[config.mk]
export PLATFORM = sky130hd
export DESIGN_NAME = rf_write_arbiter
export DESIGN_NICKNAME = d
export VERILOG_FILES = /design/src/rtl/rf_write_arbiter.sv
export SDC_FILE = /design/constraint.sdc
export NUM_CORES = 1
export LEC_CHECK = 0
export CAP_MARGIN = 25
export CORE_MARGIN = 2
export CORE_UTILIZATION = 45
export CTS_CLUSTER_DIAMETER = 120
export CTS_CLUSTER_SIZE = 24
export DETAILED_ROUTE_END_ITERATION = 8
export PLACE_DENSITY = 0.68
export SLEW_MARGIN = 20
export SYNTH_ARGS = -nofsm -noshare
export SYNTH_HDL_FRONTEND = slang
export SYNTH_SLANG_ARGS = --single-unit
export TNS_END_PERCENT = 50
[constraint.sdc]
create_clock -name clk -period 4.6 [get_ports clk]
set_input_delay 1.38 -clock clk [delete_from_list [all_inputs] [get_ports clk]]
set_output_delay 1.38 -clock clk [all_outputs]
set_load 0.01 [all_outputs]
[src/rtl/rf_write_arbiter.sv]
// Register-file write-port arbiter.
// Merges the non-stallable pipeline writeback with a buffered secondary result
// stream (divider / load-miss). The pipeline always wins the port. Buffered
// results to the same register are squashed so an older value never lands on
// top of a newer one. Pending destinations are exposed for hazard detection.
module rf_write_arbiter #(
  parameter int DEPTH        = 4,
  parameter int STARVE_LIMIT = 8
) (
  input  logic                     clk,
  input  logic                     reset,
  input  logic                     p_valid,
  input  logic [4:0]               p_rd,
  input  logic [31:0]              p_data,
  input  logic                     s_valid,
  output logic                     s_ready,
  input  logic [4:0]               s_rd,
  input  logic [31:0]              s_data,
  output logic                     we,
  output logic [4:0]               wa,
  output logic [31:0]              wd,
  input  logic [4:0]               q_a1,
  input  logic [4:0]               q_a2,
  output logic                     busy1,
  output logic                     busy2,
  output logic                     stall_req,
  output logic [$clog2(DEPTH):0]   fifo_count
);

  localparam int AW = $clog2(DEPTH);
  localparam int CW = AW + 1;
  localparam int SW = $clog2(STARVE_LIMIT) + 1;

  localparam logic [AW-1:0] PTR_ONE    = AW'(1);
  localparam logic [CW-1:0] CNT_ONE    = CW'(1);
  localparam logic [CW-1:0] CNT_FULL   = CW'(DEPTH);
  localparam logic [SW-1:0] STARVE_ONE = SW'(1);
  localparam logic [SW-1:0] STARVE_MAX = SW'(STARVE_LIMIT - 1);

  logic [4:0]       ent_rd   [DEPTH];
  logic [31:0]      ent_data [DEPTH];
  logic [DEPTH-1:0] ent_live;

  logic [AW-1:0] rd_ptr;
  logic [AW-1:0] wr_ptr;
  logic [CW-1:0] count;
  logic [SW-1:0] starve_cnt;
  logic          out_sec;

  logic prim_sel;
  logic push;
  logic pop;
  logic push_live;
  logic hit1;
  logic hit2;

  // Port selection: primary owns the port; FIFO head pops only on free cycles.
  // Ready is decided on the pre-pop occupancy so a pop never frees a slot early.
  always_comb begin
    prim_sel  = p_valid && (p_rd != 5'd0);
    s_ready   = (count != CNT_FULL);
    push      = s_valid && s_ready && (s_rd != 5'd0);
    pop       = !prim_sel && (count != '0);
    push_live = !(prim_sel && (s_rd == p_rd));
  end

  // Payload storage; only written on enqueue, validity is carried by ent_live.
  always_ff @(posedge clk) begin
    if (push) begin
      ent_rd[wr_ptr]   <= s_rd;
      ent_data[wr_ptr] <= s_data;
    end
  end

  // FIFO pointers, occupancy and live bits, including WAW squash.
  always_ff @(posedge clk or posedge reset) begin
    if (reset) begin
      rd_ptr   <= '0;
      wr_ptr   <= '0;
      count    <= '0;
      ent_live <= '0;
    end else begin
      for (int i = 0; i < DEPTH; i++) begin
        if (prim_sel && (ent_rd[i] == p_rd))
          ent_live[i] <= 1'b0;
      end
      // A popped slot is cleared so stale entries never look pending.
      if (pop) begin
        ent_live[rd_ptr] <= 1'b0;
        rd_ptr           <= rd_ptr + PTR_ONE;
      end
      // Same-cycle primary write to the same rd makes the new entry dead on arrival.
      if (push) begin
        ent_live[wr_ptr] <= push_live;
        wr_ptr           <= wr_ptr + PTR_ONE;
      end
      case ({push, pop})
        2'b10:   count <= count + CNT_ONE;
        2'b01:   count <= count - CNT_ONE;
        default: count <= count;
      endcase
    end
  end

  // Registered write port; dead entries still pop but with the enable low.
  always_ff @(posedge clk or posedge reset) begin
    if (reset) begin
      we      <= 1'b0;
      wa      <= '0;
      wd      <= '0;
      out_sec <= 1'b0;
    end else if (prim_sel) begin
      we      <= 1'b1;
      wa      <= p_rd;
      wd      <= p_data;
      out_sec <= 1'b0;
    end else if (pop) begin
      we      <= ent_live[rd_ptr];
      wa      <= ent_rd[rd_ptr];
      wd      <= ent_data[rd_ptr];
      out_sec <= 1'b1;
    end else begin
      we      <= 1'b0;
    end
  end

  // Head-starvation timer; saturates at the limit so stall_req holds until a pop.
  always_ff @(posedge clk or posedge reset) begin
    if (reset) begin
      starve_cnt <= '0;
      stall_req  <= 1'b0;
    end else if ((count == '0) || pop) begin
      starve_cnt <= '0;
      stall_req  <= 1'b0;
    end else begin
      stall_req <= (starve_cnt == STARVE_MAX);
      if (starve_cnt != STARVE_MAX)
        starve_cnt <= starve_cnt + STARVE_ONE;
    end
  end

  // Pending-write scoreboard: live FIFO entries plus a secondary write in flight.
  always_comb begin
    hit1 = we && out_sec && (wa == q_a1);
    hit2 = we && out_sec && (wa == q_a2);
    for (int i = 0; i < DEPTH; i++) begin
      if (ent_live[i] && (ent_rd[i] == q_a1)) hit1 = 1'b1;
      if (ent_live[i] && (ent_rd[i] == q_a2)) hit2 = 1'b1;
    end
    busy1 = (q_a1 != 5'd0) && hit1;
    busy2 = (q_a2 != 5'd0) && hit2;
  end

  assign fifo_count = count;

endmodule

==> parameters.txt <==
Parameter                              Value

GRT
  Antenna violations before repair ... 0
  Global-route wire length before repair ... about 32,000 µm
  Pin count of the biggest net entering global routing ... between 40 and 50
  Vias in the first global route ... around 5,800
  Congestion Overflow GR ... 0
  Tot GR Track Use ... roughly a fifth

Synthesis
  Top-area cell type share of the netlist area ... roughly half
  Number of synthesized register bits ... between 200 and 250
  Fraction of synthesized cell area in xor and xnor cells ... between 7 and 8%
  Area of the mapped netlist ... approximately 0.009 mm²
  Per-instance average area after synthesis ... ~15 µm²
  Synthesized net count ... 710
  Number of instances in the synthesized netlist ... a little over 600
  Ranking of synthesized cells by area ... edfxtp_1, dfrtp_1, mux4_2, xor2_1, nand2_1
  Fraction of the yosys area taken by sequential cells ... around 65%
  Proportion of synthesized area in mux cells ... roughly a tenth
  Adder and majority gate portion of the synthesized area ... around 1.6%
  Most frequently used flop master after synthesis ... edfxtp_1
  Synthesis Warnings ... 0
  Number of flops mapped to enable cells by yosys ... 148
  Largest family of logic cells by synthesized area ... multiplexers
  Number of distinct library cells after synthesis ... 37
  Largest area contributor in the synthesized netlist ... edfxtp_1
  Compound-gate portion of the synthesized area ... 3.85%
  Post-synthesis simple-gate area fraction ... under 10%
  Fraction of registers with async set or reset after synthesis ... 27.1%

Placement
  Buffers added on ports ... ~130
  Placer's final routability congestion estimate ... between 0.8 and 0.9
  HPWL Detailed ... 13,900 µm
  Area after DPL ... roughly 0.011 mm²
  Placed Cells ... roughly 1,000

Clock network
  CTS Hold Buffers Added ... 0
  CTS root buf ... clkbuf_16
  Total CTS buffers ... 12
  CTS clock-pin slew for the worst setup and hold paths ... approximately 0.09 ns
  CTS tree ... done
  Clock Latency Late Sink ... ~0.47 ns
  Max Buffers Root-to-Sink ... 3
  # Post-CTS Setup Buffers ... 0
  H-Tree Depth ... 1
  Number of clock sinks ... approximately 200

Floorplan
  Area of the die ... roughly 0.021 mm²
  Height of the die ... 145 µm
  I/O pins ... ~130
  Rows ... roughly 50
  Initial Utilization ... 45.9%
  DIE WIDTH ... approximately 140 µm
  Placeable core region ... 0.0195 mm²

Worst setup path
  Crit end category ... output port
  Slowest CP cell ... clkdlybuf4s50_1
  Setup Crit Path Kind ... primary input to output port
  Max stage delay on crit path ... 0.53 ns
  Worst path arrival time ... 3.10 ns
  Highest fanout seen on the critical path ... 5
  CP most frequent cell ... nand3_1
  Worst-path cell chain ... dlygate4sd2_1, xor2_1, nor4_1, nand3_1, nand3_1, o22a_1, clkdlybuf4s50_1
  Required time worst endpoint ... about 3.2 ns
  Startpoint type of the worst setup path ... primary input

Final layout
  Filler cells ... around 1,600
  Layout cell share with drive strength beyond 1 ... about an eighth
  Area added between synthesis and finish ... 23.1%
  Final cell utilization of the core ... a little under three fifths
  Post-route standard cell area excluding fillers ... roughly 0.011 mm²
  Most frequent standard cell in the layout excluding fill and tap cells ... edfxtp_1
  Post-layout nets ... between 800 and 900
  Multi-input combinational cell area ... ~0.0029 mm²
  Sequential Area ... around 0.0058 mm²
  Number of non-filler instances in the completed layout ... slightly above 1,000
  Number of inserted diodes ... 0
  Leading cell types in the layout, fill and taps excluded ... edfxtp_1, clkdlybuf4s50_1, nand2_1

Timing
  Fin crit period ... 4.48 ns
  Final slew viol count ... 0
  Fraction of the cycle the final worst path needs ... just under 100%
  Max_slew headroom ... between 30% and 40%
  Maximum clock skew at final layout ... ~0.021 ns
  Total count of hold-check failures in the final report ... 0
  Final setup violation count ... 0
  Slew at the pin closest to its max-slew limit ... slightly above 1 ns
  Setup repair after global routing missed its margin ... false
  Max Clk Rate ... ~220 MHz

Flow run
  Max-cap check violation count ... 0

Worst hold path
  Worst hold path class ... flop to flop

Pwr
  Static leakage ... between 3 and 4 nW
  Areal power density over the cells ... 534 mW/mm²
  Post-route total power ... 5.88 mW
  IR drop worst, VDD ... around 0.27 mV

Routing
  Pre-antenna DRT Iters ... 4
  Total wirelength of the detailed-routed design ... between 20,000 and 25,000 µm
  Initial detailed-routing violation count ... 329
  Antenna Nets Post-Route ... 0
  Via count ... approximately 5,400
  Vias per inst ... about 5.4
  Detailed-route wire length per cell ... approximately 20 µm
  Remaining DRCs ... 0

Status
  Run status ... completed
## metrics by stage
| stage | setup TNS (ns) | worst slack (ns) | hold WS, ns |
|---|---|---|---|
| detailed placement | -0.278 | -0.144 | 0.532 |
| global placement | -0.151 | -0.0949 | 0.524 |
| finish | 0 | 0.116 | 0.540 |
| global route | 0 | 0.00764 | 0.564 |
| floorplan | 0 | 0.862 | 0.488 |
| CTS | 0 | 0.0207 | 0.545 |
## flip-flops by register name, indices dropped and copies added (netlist names), 3 cells and up
| register | cells |
|---|---|
| wa | 5 |
| fifo_count | 3 |
| wd | 32 |
| starve_cnt | 4 |
| ent_data | 128 |
| ent_live | 4 |
| ent_rd | 20 |
## final timing paths
check | startpoint | endpoint | slack (ns) | cells past startpoint
min reg2reg | wd[12] | wd[12] | 0.54 | 2
min in group asynchronous | reset | wd[12] | 1.20 | 2
max | q_a2[2] | busy2 | 0.12 | 7
max reg2reg | fifo_count[0] | fifo_count[2] | 2.04 | 9
min | wd[12] | wd[12] | 0.54 | 2
max in group asynchronous | reset | wd[1] | 2.74 | 4
## cell type report
cell class / instances / share of cell area, %
inverter: 11 / 0.375
tap: 265 / 3.01
multi-input combinational: 358 / 26.5
timing repair buffer: 158 / 13.9
sequential: 203 / 52.9
clock inverter: 1 / 0.148
clock buffer: 19 / 3.16
## Yosys cell counts, types with 7 or more instances
cell	number
buf_2	11
nor4_1	10
mux4_2	38
inv_1	11
nor2_1	40
a31oi_1	32
nand2_1	77
edfxtp_1	148
ha_1	10
o21ai_0	9
clkbuf_1	23
nand3_1	16
xor2_1	53
xnor2_1	28
mux2i_1	7
dfrtp_1	55
## per-layer routing
metal,wire length (µm),global-route usage [%]
met1,8820,25.9
met2,10100,33.5
met3,945,3.11
met4,671,6.49
met5,0,0
## power by group
group          switching, mW  internal (mW)  total [mW]
logic                  0.950           1.02        1.97
registers              0.370           2.44        2.81
clock network          0.567          0.532        1.10
total                   1.89           3.99        5.88
## what timing repair did
item / CTS / global route
pin swaps: 0 / 2
endpoints found under the setup margin: 2 / 2
resized for setup: 9 / 2
## logic make-up after synthesis
group / after synthesis
XOR/XNOR: 81
AND/OR/NAND/NOR: 168
adder cells (fa/ha/maj): 11
buffers and inverters: 50
AO/OA/AOI/OAI: 53
multiplexers: 45
flip-flops: 203
## worst max-delay path: cells and delay by family
| family | cells | cell delay [ns] |
|---|---|---|
| simple gates | 3 | 0.55 |
| buf+inv | 2 | 0.84 |
| compound gates | 1 | 0.16 |
| xor+xnor | 1 | 0.17 |
Note: power is estimated with default switching activity, not from simulation.
